===== config.mk =====
export PLATFORM = sky130hd
export DESIGN_NAME = count_sequencer
export DESIGN_NICKNAME = d
export VERILOG_FILES = /design/src/rtl/count_sequencer_pkg.sv /design/src/rtl/count_sequencer_dp.sv /design/src/rtl/count_sequencer.sv
export SDC_FILE = /design/constraint.sdc
export NUM_CORES = 1
export LEC_CHECK = 0
export CORE_UTILIZATION = 47
export DETAILED_ROUTE_END_ITERATION = 10
export GPL_ROUTABILITY_DRIVEN = 0
export GPL_TIMING_DRIVEN = 0
export HOLD_SLACK_MARGIN = 0.12
export PLACE_DENSITY = 0.75
export SETUP_SLACK_MARGIN = 0.5
export SLEW_MARGIN = 0
export SYNTH_ARGS = -nofsm -noshare
export SYNTH_HDL_FRONTEND = slang
export SYNTH_SLANG_ARGS = --single-unit

===== constraint.sdc =====
create_clock -name clk -period 1.59 [get_ports clk]
set_input_delay 0.477 -clock clk [delete_from_list [all_inputs] [get_ports clk]]
set_output_delay 0.477 -clock clk [all_outputs]
set_load 0.03 [all_outputs]

===== src/rtl/count_sequencer_pkg.sv =====
// ---------------------------------------------------------------------------
// count_sequencer_pkg
// Shared definitions for the count sequencer slice: the sequencer state
// encoding, the datapath width and the saturation limit of the zero counter.
// No ports; imported by count_sequencer and cnt4_dp.
// ---------------------------------------------------------------------------
package count_sequencer_pkg;

    localparam int DP_W = 4;

    localparam logic [DP_W-1:0] ZCNT_MAX = 4'd15;

    typedef enum logic [1:0] {
        IDLE = 2'd0,
        LOAD = 2'd1,
        RUN  = 2'd2,
        DONE = 2'd3
    } state_e;

endpackage


===== src/rtl/count_sequencer_dp.sv =====
// ---------------------------------------------------------------------------
// cnt4_dp
// Loadable up/down register that holds the sequencer's datapath count.
// Arithmetic is modulo 2**DP_W, so 15 + 1 = 0 and 0 - 1 = 15.
// Ports:
//   clk  - clock, rising edge
//   rst  - synchronous active-high reset, clears q
//   load - write din into q (wins over en)
//   en   - step q by one in the direction given by dir
//   dir  - 0 = count up, 1 = count down
//   din  - value written on load
//   q    - current count
// ---------------------------------------------------------------------------
module cnt4_dp
    import count_sequencer_pkg::*;
(
    input  logic            clk,
    input  logic            rst,
    input  logic            load,
    input  logic            en,
    input  logic            dir,
    input  logic [DP_W-1:0] din,
    output logic [DP_W-1:0] q
);

    // Reset clears the count; a load overrides stepping so that the seed
    // always lands cleanly. Wrap-around falls out of the fixed register width.
    always_ff @(posedge clk) begin
        if (rst) begin
            q <= '0;
        end else if (load) begin
            q <= din;
        end else if (en) begin
            q <= dir ? (q - DP_W'(1)) : (q + DP_W'(1));
        end
    end

endmodule


===== src/rtl/count_sequencer.sv =====
// ---------------------------------------------------------------------------
// count_sequencer
// Runs a seeded up/down count for a programmable number of cycles and
// counts how many of those cycles started with the count at zero.
// Ports:
//   clk      - clock, rising edge
//   rst      - synchronous active-high reset, overrides everything
//   start    - begin a run (only honoured while idle)
//   abort    - stop the current load/run without a completion pulse
//   a        - step direction during the run, 0 = up, 1 = down
//   seed     - starting count, captured when start is accepted
//   run_len  - number of run cycles, captured when start is accepted
//   x        - current datapath count
//   zero_cnt - run cycles that began with x == 0, saturating at 15
//   busy     - high whenever the sequencer is not idle
//   done     - one-cycle pulse when a run completes normally
// ---------------------------------------------------------------------------
module count_sequencer
    import count_sequencer_pkg::*;
#(
    parameter int RUN_W = 8
) (
    input  logic             clk,
    input  logic             rst,
    input  logic             start,
    input  logic             abort,
    input  logic             a,
    input  logic [DP_W-1:0]  seed,
    input  logic [RUN_W-1:0] run_len,
    output logic [DP_W-1:0]  x,
    output logic [DP_W-1:0]  zero_cnt,
    output logic             busy,
    output logic             done
);

    state_e           state_q, state_d;
    logic [DP_W-1:0]  seedCap_q, seedCap_d;
    logic [RUN_W-1:0] runLen_q, runLen_d;
    logic [RUN_W-1:0] runCnt_q, runCnt_d;
    logic [DP_W-1:0]  zeroCnt_q, zeroCnt_d;
    logic [RUN_W:0]   runCntInc;
    logic             lastRun;
    logic             startOk;
    logic             stepOk;
    logic             dpLoad;

    // The run counter is compared one bit wider than its storage so the
    // final increment can never alias back to a small value.
    assign startOk   = (state_q == IDLE) && start;
    assign stepOk    = (state_q == RUN) && !abort;
    assign dpLoad    = (state_q == LOAD) && !abort;
    assign runCntInc = {1'b0, runCnt_q} + {{RUN_W{1'b0}}, 1'b1};
    assign lastRun   = (runCntInc == {1'b0, runLen_q});

    // Next-state logic. Abort is checked before run-length completion so an
    // abort on the last run cycle still returns to idle without a done pulse.
    always_comb begin
        state_d = state_q;
        case (state_q)
            IDLE: begin
                if (start) begin
                    state_d = LOAD;
                end
            end
            LOAD: begin
                if (abort) begin
                    state_d = IDLE;
                end else if (runLen_q == '0) begin
                    state_d = DONE;
                end else begin
                    state_d = RUN;
                end
            end
            RUN: begin
                if (abort) begin
                    state_d = IDLE;
                end else if (lastRun) begin
                    state_d = DONE;
                end
            end
            DONE: begin
                state_d = IDLE;
            end
            default: begin
                state_d = IDLE;
            end
        endcase
    end

    // Operand capture, run-cycle counting and zero counting. The zero test
    // looks at the registered count, i.e. the value before this cycle's step.
    always_comb begin
        seedCap_d = seedCap_q;
        runLen_d  = runLen_q;
        runCnt_d  = runCnt_q;
        zeroCnt_d = zeroCnt_q;
        if (startOk) begin
            seedCap_d = seed;
            runLen_d  = run_len;
            runCnt_d  = '0;
            zeroCnt_d = '0;
        end else if (stepOk) begin
            runCnt_d = runCntInc[RUN_W-1:0];
            if ((x == '0) && (zeroCnt_q != ZCNT_MAX)) begin
                zeroCnt_d = zeroCnt_q + DP_W'(1);
            end
        end
    end

    // State and operand registers; reset returns everything to idle and
    // forgets any previously captured operands.
    always_ff @(posedge clk) begin
        if (rst) begin
            state_q   <= IDLE;
            seedCap_q <= '0;
            runLen_q  <= '0;
            runCnt_q  <= '0;
            zeroCnt_q <= '0;
        end else begin
            state_q   <= state_d;
            seedCap_q <= seedCap_d;
            runLen_q  <= runLen_d;
            runCnt_q  <= runCnt_d;
            zeroCnt_q <= zeroCnt_d;
        end
    end

    cnt4_dp u_dp (
        .clk  (clk),
        .rst  (rst),
        .load (dpLoad),
        .en   (stepOk),
        .dir  (a),
        .din  (seedCap_q),
        .q    (x)
    );

    assign zero_cnt = zeroCnt_q;
    assign busy     = (state_q != IDLE);
    assign done     = (state_q == DONE);

endmodule


Word-level counts from Yosys, hierarchy flattened
Cells that the tools add are included.
Storage, ports and cells
  memories kept: 0
  flip-flop bits (word level): 30
  output and inout port bits: 10
  ROM bits: 0
  logic and storage cells: 39
  input port bits: 17
  latch bits: 0
  memory bits (writable): 0
Cells by class
  magnitude comparators: 0
  shift-type cells: 0
  bitwise logic cells: 0
  muxes and demuxes: 9
  add/subtract/negate cells: 4
  div/mod/pow operators: 0
  reduce and logical (&&, ||, !) cells: 13
  multipliers: 0
  eq/ne operators: 7
Operators with widths (number)
  $mux 4: 3
  $add 8x1->9 const B: 1
  $eq 9x8->1: 1
  $add 4x1->4 const B: 2
  $logic_not 8->1: 1
  $mux 2: 4
  $pmux 2 s4: 1
  $eq 2x2->1 const B: 2
  $logic_and 1x1->1: 4
  $logic_not 4->1: 1
  $ne 4x4->1 const B: 1
  $reduce_and 2->1: 2
  $reduce_bool 2->1: 2
  $sub 4x1->4 const B: 1
  $ne 3x3->1 const B: 1
  $eq 2x1->1 const B: 1
  $logic_not 2->1: 1
  $ne 2x2->1 const B: 1
  $reduce_or 2->1: 1
  $logic_not 1->1: 1
  $mux 1: 1

Longest topological paths before layout
Gate-level depths: netlist of run 1.
  depth in word-level cells: 5
  gate-level depth with buffers: 7

Modules after synthesis
Synthesis of run 1 repeated with hierarchy kept, for this count alone.
Second synthesis, totals
  cell total of the unflattened synthesis: 186
  area, all modules: 1546.5 µm²
Modules (own cells, without submodules)
  count_sequencer: sequential area each 520.5 µm², times used 1, area each 1243.7 µm², cells an instance 152
  cnt4_dp: sequential area each 80.1 µm², times used 1, area each 302.8 µm², cells an instance 34

Least setup slack after synthesis of run 1
No wires, ideal clock.
  path kind: register to register
  start: register u_dp.q[0]
  end: register u_dp.q[1]
  arrival: 1665 ps
  cell stages (with the launch flop): 6
  buffers on the path: 0
  library setup time: 114 ps
  path slack: -189 ps
  path through: dfxtp_1 -> inv_1 -> fa_1 -> a21oi_1 -> a21oi_1 -> a2111oi_0
On the way
  longest elaborated chain between the ends: 4
Ends and longest elaborated chain
  from (decl): RTL line count_sequencer_dp.sv:23  | output logic [DP_W-1:0] q
  from (signal assigned): RTL line count_sequencer_dp.sv:32  | q <= din;
  from (signal assigned): RTL line count_sequencer_dp.sv:34  | q <= dir ? (q - DP_W'(1)) : (q + DP_W'(1));
  $add 4x1->4 / $sub 4x1->4 (equally long branches): RTL line count_sequencer_dp.sv:34
  $mux 4 (*): RTL line count_sequencer_dp.sv:34
  $mux 4 (*): RTL line count_sequencer_dp.sv:33  | end else if (en) begin
  $mux 4 (*): RTL line count_sequencer_dp.sv:31  | end else if (load) begin
Mark *: on every way between the ends. The rest lies on a longest branch, timed or not. The select of a mux whose other input is x is not followed.
A chain may end at the register's enable or synchronous reset.

Worst setup path after layout of run 1
  start: register state_q[0]
  end: output busy
On the way
  longest elaborated chain between the ends: 1
Ends and longest elaborated chain
  from (decl): RTL line count_sequencer.sv:36  | state_e state_q, state_d;
  from (signal assigned): RTL line count_sequencer.sv:120  | state_q <= state_d;
  $reduce_bool 2->1: RTL line count_sequencer.sv:139  | assign busy = (state_q != IDLE);
  to (decl): RTL line count_sequencer.sv:32  | output logic busy,
No other way between the ends.

==> impl_metrics.py, run 1 <==
metrics = {
    "status": {
        "status": "complete, but fails checks",
        "violations": "setup timing",
    },
    "clock_tree": {
        "tritoncts": "yes",
        "cts_buffer_depth": 2,
        "insertion_delay_ns": 0.34,
        "htreeDepth": 2,
        "hold_buffers": 0,
        "clkSlewWorstSetupHoldPaths_ns": 0.11,
        "cts_made_buffers": 5,
        "clkSinkCount": 30,
        "root_buffer": "clkbuf_4",
    },
    "synthesis": {
        "synth_area_leaders": "dfxtp_1 (37%), nand2_1 (7.9%), xor2_1 (7.0%)",
        "synth.yosys.seq_area_share_pct": 37.2,
        "ys_ff_latch": 30,
        "synth_top_area_share_pct": 37.2,
        "synth_common_cells": "nand2_1 (34), dfxtp_1 (30), nor2_1 (22)",
        "yosysMostFrequentCell": "nand2_1",
        "synth_cells": 202,
        "syn_nets": 224,
        "ys.warnings.count": 0,
        "synthDistinctLibCells": 40,
        "synth-async-reset-ratio_pct": 0,
        "synth_flop_cell": "dfxtp_1",
        "syn_area_per_cell_um2": 8.00,
        "synth-edff-count": 0,
        "syn_area_um2": 1620,
        "synth_top_area_cell": "dfxtp_1",
    },
    "critical_path": {
        "reg2reg_to": "u_dp.q[3]",
        "cp_max_fo": 4,
        "crit_start": "state_q[0]",
        "worstSetupPathType": "register to primary output",
        "startpoint_type": "register",
        "cp.required_ns": 1.11,
        "r2r_start": "u_dp.q[1]",
        "reg2reg_slack_ns": -0.03,
        "crit_end": "busy",
        "ff2ff_path_depth": 8,
        "cp.arrival_ns": 1.18,
        "cp-end-kind": "primary output",
    },
    "floorplanning": {
        "core_area_um2": 3150,
        "row_count": 20,
        "die_x_um": 60.6,
        "boundaryPins": 27,
        "die_h_um": 60.6,
        "start_util_pct": 51.3,
        "die_area_um2": 3680,
    },
    "global_routing": {
        "track_usage_pct": 29.9,
        "grt_antenna_before_repair": 0,
        "grt_first_pass_wirelength_um": 7780,
        "first_global_vias": 1654,
        "grt_overflow_total": 0,
        "grt_max_degree": 12,
    },
    "placement": {
        "io_buffer_count": 26,
        "place_area_um2": 2070,
        "post-dp-hpwl_um": 2670,
    },
    "layout": {
        "antennaDiodeCount": 0,
        "final_core_util_pct": 84.5,
        "nets": 294,
        "seqCellArea_um2": 632,
        "layout-drive-gt1-share_pct": 44.7,
        "synthToLayoutAreaGrowth_pct": 64.9,
        "nFillCells": 169,
        "final_area_um2": 2670,
        "multi_input_area_um2": 1140,
    },
    "timing": {
        "final.setup_skew_ns": 0.00960,
        "period_share_pct": 104,
        "tightest_slew_ns": 0.275,
        "finalSetupTns_ns": -0.152,
        "slew_viol_final": 0,
        "setup_violations": 4,
        "rsz0062_at_grt": "yes",
        "fmax_mhz": 604,
        "fin_ws_ns": -0.0659,
        "max_slew_margin_pct": 81.7,
        "period_minus_slack_ns": 1.66,
        "finalHoldViolCount": 0,
    },
    "route": {
        "wire_per_inst_um": 17.4,
        "totalWireLength_um": 5520,
        "drc_errors": 0,
        "drtIter0Drc": 85,
        "viasPerCell": 5.51,
        "drt_first_pass_iters": 4,
        "dr_total_vias": 1747,
        "antenna_left": 0,
    },
    "power_and_ir_drop": {
        "netSwitchingFraction_pct": 29.0,
        "combPwrFrac_pct": 23.9,
        "seqPwrFrac_pct": 42.9,
        "internal_power_w": 0.00135,
        "leakage_nw": 1.08,
        "p_clk_share_pct": 33.3,
        "ir_worst_vdd_mv": 0.640,
        "powerDensity_nw_per_um2": 712,
        "power_switching_w": 0.000550,
    },
    "flow_run": {
        "maxCapViolCount": 0,
    },
    "min_path": {
        "hp-class": "register to register",
    },
}
-- flip-flops by register name (all words and copies together), names as in the netlist --
register	cells
state_q	2
runLen_q	8
runCnt_q	8
u_dp.q	4
seedCap_q	4
zero_cnt	4
-- metal layers --
layer	vias up	global-route usage (%)	part of all wire [%]
li1	832	-	-
met1	818	35.0	39
met2	71	51.6	52
met3	26	7.68	4.8
met4	0	13.0	4.2
met5	-	0	0
-- timing repair --
| action | 4_1_cts | 5_1_grt |
|---|---|---|
| cloned | 4 | 0 |
| setup endpoints to repair | 40 | 40 |
| resized for setup | 119 | 23 |
| buffers inserted | 28 | 5 |
| endpoints found under the hold margin | 0 | 0 |
| pin swaps | 24 | 8 |
-- power groups by stage --
| stage | clock [W] | combinational (W) | sequential (W) |
|---|---|---|---|
| after floorplan | 0 | 0.000180 | 0.000837 |
| after global placement | 0 | 0.000278 | 0.000833 |
| after detailed placement | 0 | 0.000285 | 0.000835 |
| after CTS | 0.000636 | 0.000390 | 0.000809 |
| after global routing | 0.000677 | 0.000481 | 0.000816 |
| final | 0.000631 | 0.000453 | 0.000813 |
-- worst max-delay path, stage by stage (launching register included) --
cell and delay [ns]:
dfxtp_4 0.37, buf_6 0.12, or2_4 0.22, buf_6 0.14
-- kinds of logic (layout without fill, tap and decap cells) --
group | Yosys count | in the layout | synth area share (%)
AOI/OAI and AO/OA | 38 | 38 | 14.0
xor gates and xnor gates | 23 | 23 | 12.5
adders and majority gates | 5 | 5 | 4.33
buffers and inverters | 18 | 89 | 4.80
DFF | 30 | 30 | 37.2
muxes | 4 | 4 | 2.48
and+or+nand+nor | 84 | 84 | 24.8
-- area by class of cell --
class	instances	area share (%)
flip-flops and latches	30	23.7
multi-input cells	154	42.8
clock buffers	5	1.41
well taps	44	2.07
plain buffers	11	4.93
clock inverters	3	1.69
inverters	7	1.08
repair buffers	63	22.3
-- stage by stage --
step	power, W	std cells	worst slack, ns	hold WS [ns]
2_1_floorplan	0.00102	202	0.0458	0.436
3_3_place_gp	0.00111	272	-0.794	0.449
3_5_place_dp	0.00112	272	-0.819	0.451
4_1_cts	0.00184	312	-0.0646	0.466
5_1_grt	0.00197	317	-0.114	0.480
6_report	0.00190	317	-0.0659	0.468
-- cells in the final DEF, fill, tap and decap left out, types with 3 or more instances in the layout --
cell | netlist | final
nand2_1 | 34 | 27
buf_4 | 2 | 25
buf_6 | 0 | 21
nor2_1 | 22 | 21
dfxtp_1 | 30 | 17
a21oi_1 | 21 | 13
xor2_1 | 13 | 13
clkdlybuf4s50_1 | 0 | 12
xnor2_1 | 10 | 9
a21oi_2 | 0 | 8
nand2_2 | 0 | 7
dfxtp_2 | 0 | 7
clkbuf_4 | 0 | 6
dfxtp_4 | 0 | 6
inv_1 | 7 | 5
buf_8 | 0 | 5
nor2b_4 | 0 | 4
clkbuf_8 | 0 | 4
nand4_1 | 4 | 4
o21ai_0 | 4 | 4
mux2i_1 | 4 | 4
buf_2 | 2 | 3
a31oi_1 | 3 | 3
ha_4 | 0 | 3
-- how the worst min path moves through the flow --
stage                 start  cells after the start  slack, ns            to
6_report       seedCap_q[3]                      2       0.47  seedCap_q[3]
5_1_grt        seedCap_q[3]                      2       0.48  seedCap_q[3]
3_5_place_dp   seedCap_q[3]                      2       0.45  seedCap_q[3]
2_1_floorplan  seedCap_q[3]                      2       0.44  seedCap_q[3]
4_1_cts        seedCap_q[3]                      2       0.47  seedCap_q[3]
3_3_place_gp   seedCap_q[1]                      2       0.45  seedCap_q[1]
Power figures use the tool's default switching activity.
==> run 2: changes to the inputs <==
CTS_CLUSTER_DIAMETER = 80   (was default)
GPL_ROUTABILITY_DRIVEN = default   (was 0)
==> results of run 2 <==
No change in the layout: final DEF, timing and power equal those of run 1.
